--- src/rtl/alu_seq_dec_if.sv ---
// Request/beat bundle for alu_seq_dec: decode requests in, ALU control beats out.
// slave is the sequencer's view; master is the control-decoder/datapath side.
interface alu_seq_dec_if #(
  parameter int OPW  = 4,
  parameter int CNTW = 2,
  parameter int CTLW = 4
);
  logic            in_valid;
  logic            in_ready;
  logic [OPW-1:0]  op;
  logic [1:0]      aluop;
  logic [CNTW-1:0] shamt;
  logic            out_valid;
  logic            out_ready;
  logic [CTLW-1:0] alucontrol;
  logic            last;
  logic            busy;

  modport master (
    output in_valid, op, aluop, shamt, out_ready,
    input  in_ready, out_valid, alucontrol, last, busy
  );

  modport slave (
    input  in_valid, op, aluop, shamt, out_ready,
    output in_ready, out_valid, alucontrol, last, busy
  );
endinterface

--- src/rtl/alu_seq_dec.sv ---
// Sequenced ALU decoder: one request in, a registered stream of ALU control beats out.
// Multi-beat shift sequencing is built only when ALU_SEQ_DEC_SHIFT_SEQ_EN is defined.
module alu_seq_dec #(
  parameter int OPW  = 4,
  parameter int CNTW = 2,
  parameter int CTLW = 4
) (
  input  logic         clk,
  input  logic         reset,
  alu_seq_dec_if.slave bus
);

  localparam logic [3:0] CODE_ADD   = 4'b0000;
  localparam logic [3:0] CODE_SUB   = 4'b0001;
  localparam logic [3:0] CODE_PASSB = 4'b1000;
`ifdef ALU_SEQ_DEC_SHIFT_SEQ_EN
  localparam logic [3:0] CODE_PASSA = 4'b1001;

  typedef enum logic [1:0] {IDLE = 2'd0, HOLD = 2'd1, SHIFT = 2'd2} state_e;
  logic [CNTW-1:0] rem_q, rem_d;
`else
  typedef enum logic [1:0] {IDLE = 2'd0, HOLD = 2'd1} state_e;
`endif

  state_e     state_q, state_d;
  logic [3:0] ctl_q, ctl_d;
  logic [3:0] code;
  logic       is_shift;
  logic       accept;
  logic       out_valid_w;
  logic       busy_w;
  logic       unused_inputs;

  // Function codes 000..111 coincide with the ALU codes, so op[2:0] passes straight through.
  always_comb begin
    code     = CODE_ADD;
    is_shift = 1'b0;
    case (bus.aluop)
      2'b00:   code = CODE_ADD;
      2'b01:   code = CODE_SUB;
      2'b11:   code = CODE_PASSB;
      default: begin
        code     = {1'b0, bus.op[2:0]};
        is_shift = (bus.op[2:1] == 2'b11);
      end
    endcase
  end

  assign unused_inputs = ^{bus.op, bus.shamt, is_shift};
  assign accept        = bus.in_valid && bus.in_ready;

  always_ff @(posedge clk) begin
    if (reset) begin
      state_q <= IDLE;
      ctl_q   <= '0;
`ifdef ALU_SEQ_DEC_SHIFT_SEQ_EN
      rem_q   <= '0;
`endif
    end else begin
      state_q <= state_d;
      ctl_q   <= ctl_d;
`ifdef ALU_SEQ_DEC_SHIFT_SEQ_EN
      rem_q   <= rem_d;
`endif
    end
  end

  always_comb begin
    state_d = state_q;
    ctl_d   = ctl_q;
`ifdef ALU_SEQ_DEC_SHIFT_SEQ_EN
    rem_d   = rem_q;
`endif
    if (accept) begin
      ctl_d   = code;
      state_d = HOLD;
`ifdef ALU_SEQ_DEC_SHIFT_SEQ_EN
      rem_d   = '0;
      if (is_shift) begin
        if (bus.shamt == '0) begin
          ctl_d = CODE_PASSA;
        end else if (bus.shamt != CNTW'(1)) begin
          state_d = SHIFT;
          rem_d   = bus.shamt - CNTW'(1);
        end
      end
`endif
    end else if (bus.out_ready) begin
      case (state_q)
        HOLD: state_d = IDLE;
`ifdef ALU_SEQ_DEC_SHIFT_SEQ_EN
        // rem counts beats still to come after the one presented; the last one flips to HOLD.
        SHIFT: begin
          if (rem_q != '0) rem_d = rem_q - CNTW'(1);
          if (rem_q == CNTW'(1)) state_d = HOLD;
        end
`endif
        default: state_d = state_q;
      endcase
    end
  end

  always_comb begin
    out_valid_w = (state_q != IDLE);
    busy_w      = 1'b0;
`ifdef ALU_SEQ_DEC_SHIFT_SEQ_EN
    busy_w      = (state_q == SHIFT);
`endif
    bus.out_valid       = out_valid_w;
    bus.busy            = busy_w;
    bus.last            = (state_q == HOLD);
    bus.in_ready        = !reset && !busy_w && (!out_valid_w || bus.out_ready);
    bus.alucontrol      = '0;
    bus.alucontrol[3:0] = ctl_q;
  end

endmodule

--- src/flat_wrapper.sv ---
// flat-port wrapper written by rule: the top's interface ports become plain ports
module alu_seq_dec_flat 
#(
  parameter int OPW  = 4,
  parameter int CNTW = 2,
  parameter int CTLW = 4
)
  (clk, reset, bus_in_valid, bus_op, bus_aluop, bus_shamt, bus_out_ready, bus_in_ready, bus_out_valid, bus_alucontrol, bus_last, bus_busy);
  alu_seq_dec_if #(.OPW(OPW), .CNTW(CNTW), .CTLW(CTLW)) bus_i ();
  input  logic clk;
  input  logic reset;
  input wire logic [$bits(bus_i.in_valid)-1:0] bus_in_valid;
  input wire logic [$bits(bus_i.op)-1:0] bus_op;
  input wire logic [$bits(bus_i.aluop)-1:0] bus_aluop;
  input wire logic [$bits(bus_i.shamt)-1:0] bus_shamt;
  input wire logic [$bits(bus_i.out_ready)-1:0] bus_out_ready;
  output wire logic [$bits(bus_i.in_ready)-1:0] bus_in_ready;
  output wire logic [$bits(bus_i.out_valid)-1:0] bus_out_valid;
  output wire logic [$bits(bus_i.alucontrol)-1:0] bus_alucontrol;
  output wire logic [$bits(bus_i.last)-1:0] bus_last;
  output wire logic [$bits(bus_i.busy)-1:0] bus_busy;
  assign bus_i.in_valid = bus_in_valid;
  assign bus_i.op = bus_op;
  assign bus_i.aluop = bus_aluop;
  assign bus_i.shamt = bus_shamt;
  assign bus_i.out_ready = bus_out_ready;
  assign bus_in_ready = bus_i.in_ready;
  assign bus_out_valid = bus_i.out_valid;
  assign bus_alucontrol = bus_i.alucontrol;
  assign bus_last = bus_i.last;
  assign bus_busy = bus_i.busy;
  alu_seq_dec #(.OPW(OPW), .CNTW(CNTW), .CTLW(CTLW)) u_core (.clk(clk), .reset(reset), .bus(bus_i));
endmodule
--- config.mk ---
export PLATFORM = sky130hd
export DESIGN_NAME = alu_seq_dec_flat
export DESIGN_NICKNAME = d
export VERILOG_FILES = /design/src/rtl/alu_seq_dec_if.sv /design/src/rtl/alu_seq_dec.sv /design/src/flat_wrapper.sv
export SDC_FILE = /design/constraint.sdc
export NUM_CORES = 1
export LEC_CHECK = 0
export BUFFER_PORTS_ARGS = -buffer_cell sky130_fd_sc_hd__buf_2
export CORE_AREA = 8 8 45 47
export CTS_CLUSTER_SIZE = 10
export DETAILED_ROUTE_END_ITERATION = 16
export DIE_AREA = 0 0 53 55
export PLACE_DENSITY_LB_ADDON = 0.1
export REMOVE_ABC_BUFFERS = 1
export SYNTH_ARGS = -nofsm -noshare
export SYNTH_HDL_FRONTEND = slang
export SYNTH_SLANG_ARGS = --single-unit
export TNS_END_PERCENT = 100
--- constraint.sdc ---
create_clock -name clk -period 1 [get_ports clk]
set_input_delay 0 -clock clk [delete_from_list [all_inputs] [get_ports clk]]
set_output_delay 0 -clock clk [all_outputs]
set_load 0.005 [all_outputs]
==> results of run 1 <==
==> where the power goes <==
part           switching [mW]  internal (mW)
clock                  0.0855          0.151
combinational          0.0388         0.0504
sequential            0.00523          0.210
total                   0.130          0.411
==> sequential cells by signal, summed over array words and instances (netlist names) <==
name,flops
u_core.state_q,1
u_core.bus.alucontrol,4
==> layout by cell type (no fill, tap or decap), drive strengths merged <==
master       Yosys  layout
buf              2      15
nor2             3       3
and2b            1       1
a311oi           1       1
nand2            4       4
nor2b            3       3
nand2b           4       4
clkbuf           0       4
dlygate4sd3      0       2
conb             1       1
dfxtp            5       5
mux2i            3       3
a21oi            2       2
==> cell usage after synthesis, drive strengths merged <==
cell type,count
mux2i,3
and2b,1
nand2,4
conb,1
a311oi,1
nor2b,3
a21oi,2
nor2,3
nand2b,4
dfxtp,5
buf,2
==> repair_timing <==
action | 4_1_cts | 5_1_grt
setup endpoints to repair | 0 | 5
gates resized for setup | 0 | 5
hold buffers | 2 | 0
hold endpoints to repair | 2 | 0
==> worst paths after layout <==
path / startpoint / to
min: bus_op[1] / u_core.bus.alucontrol[1]
min reg2reg: u_core.bus.alucontrol[2] / u_core.bus.alucontrol[2]
max reg2reg: u_core.state_q[0] / u_core.bus.alucontrol[3]
max: bus_in_valid / u_core.bus.alucontrol[3]
==> metrics by stage <==
stage / setup slack, ns / utilization (%) / std cells / cell area, µm²
after detailed placement: 0.116 / 24.2 / 58 / 335
after CTS: 0.00583 / 27.6 / 64 / 382
after global routing: 0.0276 / 28.8 / 64 / 398
after global placement: 0.138 / 24.2 / 58 / 335
final: 0.0872 / 28.8 / 64 / 398
after floorplan: 0.160 / - / 27 / 240
==> layout make-up <==
| type | instances | area (µm²) | share of cell area, % |
|---|---|---|---|
| clock buffers | 4 | 26.3 | 6.60 |
| multi-input cells | 22 | 155 | 39.0 |
| well taps | 16 | 20.0 | 5.03 |
| repair buffers | 17 | 95.1 | 23.9 |
| flip-flops and latches | 5 | 101 | 25.5 |
==> metal layers <==
metal / vias up / track usage, % / part of all wire (%) / routed length (µm)
met5: - / 0 / 0 / 0
met2: 14 / 7.03 / 40 / 270
met1: 108 / 5.33 / 43 / 292
li1: 131 / - / - / -
met4: 0 / 6.47 / 0 / 0
met3: 0 / 4.55 / 16 / 111
==> cells by family (layout without fill, tap and decap cells) <==
kind of cell    count (synthesis)  count (layout)  share of synthesized area, %
simple gates                   15              15                          34.3
flops                           5               5                          39.2
compound gates                  3               3                          7.35
mux                             3               3                          11.8
buf+inv                         2              21                          5.88
other cells                     1               1                          1.47
==> tightest hold or removal path, delay by kind of cell <==
kind	cells	cell delay, ns
and+or+nand+nor	1	0.05
muxes	1	0.05
buffers and inverters	1	0.10
==> results.cfg, run 1 <==
[cells_and_area]
n_antenna_cell = 0
fin_nets = 61
drive_gt1_share_pct = 47.9
syn2layout_area_growth_pct = 55.9
fill_cells = 152

[synthesis]
syn_inst = 29
syn-mean-instance-area_um2 = 8.80
yosysSeqAreaShare_pct = 39.2
synth-seq-cells = 5
yosysTopAreaCell = dfxtp_1
ys_warn_count = 0
yosys-top-cells-area = dfxtp_1 (39%), mux2i_1 (12%), nand2b_1 (9.8%), buf_4 (5.9%), nand2_1 (5.9%)
synth_area_um2 = 255
ys_types = 13
synth.top_cell.area_share_pct = 39.2

[floorplan]
start_util_pct = 18.4
die_w_um = 53
num_rows = 14
core_region_area_um2 = 1380
die_area_um2 = 2920
top_level_ports = 20
die_h_um = 55

[clock_tree]
clock_sinks = 5
h-tree-depth = 1
clockBufferDepth = 2
post-cts-setup-buffer-count = 0
clock-root-buffer = clkbuf_4
clk_latency_ns = 0.24
cts_buffers = 3
cts_tree = built
path_clk_slew_ns = 0.04

[setup_path]
critPathKind = in2reg
end_kind = register
cp_slowest_cell = dlygate4sd3_1
critPathArrivalTime_ns = 1.08
critical_path_required_ns = 1.17
crit_path_max_fanout = 3
cpPeakStageDelay_ns = 0.53
rrSetupSlack_ns = 0.19
cp.depth = 5
ff2ff_path_depth = 3
critical_path_buf_inv_count = 2
path_cells = dlygate4sd3_1 > buf_2 > nor2b_4 > nand2_2 > mux2i_1
critPathTopFamily = buffers and inverters
critPathLaunchType = primary input

[place]
portBuffers = 15
dp_hpwl_um = 558
gp_congestion = 0.705

[grt]
track_usage_pct = 5.63
grt_pass1_wl_um = 1120
overflow = 0
grt_pass1_vias = 264
grt_max_degree = 8
antenna_found_initial = 0

[power]
total_power_mw = 0.541
leakage_nw = 0.205
p_per_area_nw_per_um2 = 1360
peakVddDrop_v = 0.000561

[sta]
setup_viol = 0
rsz0062_at_grt = false
fmax_ghz = 1.10
finalCriticalPeriod_ns = 0.913
fin_crit_sh_pct = 91.3
slew_viol_final = 0
tns_ns = 0
finalHoldViolations = 0
holdWs_ns = 0.00657
finClkSkew_ns = 0.000233

[drt]
drt-pass1-iter-count = 2
vias = 253
routedWlPerCell_um = 10.5
dr.first_iter.drc_count = 9
drcViolationCount = 0
ant_nets = 0
wirelength_um = 673
viasPerCell = 3.95

[status]
run_status = complete, no violations

[job]
cap_violations = 0

[hold_path]
min_path_type = in2reg
hold_depth = 3
Power figures use the tool's default switching activity.
==> run 2: changes to the inputs <==
--- a/config.mk
+++ b/config.mk
@@ -6,10 +6,10 @@
 export NUM_CORES = 1
 export LEC_CHECK = 0
 export BUFFER_PORTS_ARGS = -buffer_cell sky130_fd_sc_hd__buf_2
-export CORE_AREA = 8 8 45 47
+export CORE_AREA = 3 3 40 42
 export CTS_CLUSTER_SIZE = 10
 export DETAILED_ROUTE_END_ITERATION = 16
-export DIE_AREA = 0 0 53 55
+export DIE_AREA = 0 0 43 45
 export PLACE_DENSITY_LB_ADDON = 0.1
 export REMOVE_ABC_BUFFERS = 1
 export SYNTH_ARGS = -nofsm -noshare
==> results.cfg, run 2 (synthesis gave the netlist of run 1 again) <==
[sta]
fin_crit_sh_pct = 97.3
fmax_ghz = 1.03
setup_viol = 0
slew_viol_final = 0
finalCriticalPeriod_ns = 0.973
setup_ws_ns = 0.0269
finClkSkew_ns = 0.000302
finalHoldViolations = 0

[status]
run_status = complete, no violations

[setup_path]
critical_path_buf_inv_count = 2
critPathLaunchType = primary input
critPathKind = in2reg
critical_path_required_ns = 1.15
path_cells = dlygate4sd3_1 > buf_2 > nor2b_4 > a21oi_1 > a311oi_1
reg2reg_from = u_core.state_q[0]
cp-startpoint = reset
crit_path_max_fanout = 7
end_kind = register
cp_slowest_cell = dlygate4sd3_1
critPathArrivalTime_ns = 1.12
critPathTopFamily = buffers and inverters
cpPeakStageDelay_ns = 0.53

[floorplan]
die_h_um = 45
top_level_ports = 20
die_area_um2 = 1940
die_w_um = 43
start_util_pct = 19.9
core_region_area_um2 = 1280
num_rows = 13

[place]
post-place-ws_ns = 0.121
portBuffers = 15
gp_congestion = 0.591
dp_hpwl_um = 455

[cells_and_area]
fill_cells = 156
n_antenna_cell = 0
fin_nets = 63
final_common_cell = buf_2
largest_reg_flops = 4
syn2layout_area_growth_pct = 61.3
final_cell_mix = buf_2 (15), nand2b_1 (4), dlygate4sd3_1 (4), dfxtp_1 (4)
drive_gt1_share_pct = 46.0

[hold_path]
hold_start = bus_aluop[1]
min_path_type = in2reg

[drt]
drcViolationCount = 0
wirelength_um = 619
drt-pass1-iter-count = 1
routedWlPerCell_um = 9.52
viasPerCell = 3.97
vias = 258
dr.first_iter.drc_count = 0
ant_nets = 0

[clock_tree]
clk_latency_ns = 0.24
clockBufferDepth = 2
cts_tree = built
clock_sinks = 5
h-tree-depth = 1
clock-root-buffer = clkbuf_4
path_clk_slew_ns = 0.04
cts_buffers = 3

[power]
leakage_nw = 0.210
peakVddDrop_v = 0.000389
p_per_area_nw_per_um2 = 1310
total_power_mw = 0.540

[grt]
antenna_found_initial = 0
grt_max_degree = 8
track_usage_pct = 6.67
grt_pass1_wl_um = 897
grt_pass1_vias = 219
overflow = 0

[job]
cap_violations = 0
## run 2: final timing paths
| kind | to | slack [ns] | cells past startpoint |
|---|---|---|---|
| worst min-delay path | u_core.bus.alucontrol[3] | 0.03 | 3 |
| worst max register to register | u_core.bus.alucontrol[0] | 0.17 | 3 |
| worst max-delay path | u_core.bus.alucontrol[0] | 0.03 | 5 |
| worst min register to register | u_core.bus.alucontrol[2] | 0.48 | 2 |
## run 2: stage by stage
| stage | std cells | TNS (ns) | util, % | hold slack, ns | instance area (µm²) |
|---|---|---|---|---|---|
| 2_1_floorplan | 27 | 0 | - | 0.0311 | 240 |
| 3_3_place_gp | 57 | 0 | 26.0 | 0.226 | 334 |
| 4_1_cts | 65 | 0 | 31.2 | 0.0194 | 400 |
| 3_5_place_dp | 57 | 0 | 26.0 | 0.232 | 334 |
| 6_report | 65 | 0 | 32.0 | 0.0304 | 412 |
| 5_1_grt | 65 | -0.000718 | 32.0 | 0.0357 | 412 |
## run 2: routing by layer
layer / share of wire, % / track usage, % / up-vias
met3: 13 / 3.98 / 0
met2: 44 / 8.68 / 14
met1: 43 / 7.75 / 111
li1: - / - / 133
met5: 0 / 0 / -
met4: 0 / 5.42 / 0
## run 2: what timing repair did
action	4_1_cts	5_1_grt
buffers inserted	0	0
hold buffers	4	0
setup endpoints to repair	0	4
endpoints found under the hold margin	4	0
gates resized for setup	0	4
## run 2: worst min-delay path, stage by stage
cell	delay [ns]
buf_2	0.11
nand2_1	0.06
mux2i_1	0.05
## run 2: cell type report
cell class                      count  area (µm²)  area share (%)
Clock buffer                        4        26.3            6.38
Multi-Input combinational cell     22         150            36.5
Sequential cell                     5         101            24.6
Tap cell                           15        18.8            4.56
Timing Repair Buffer               19         115            28.0
## run 2: where the power goes
group	leakage, nW	total, mW	internal [mW]	switching [mW]
clock network	0.0150	0.232	0.151	0.0816
registers	0.0412	0.215	0.210	0.00514
logic	0.154	0.0919	0.0539	0.0380
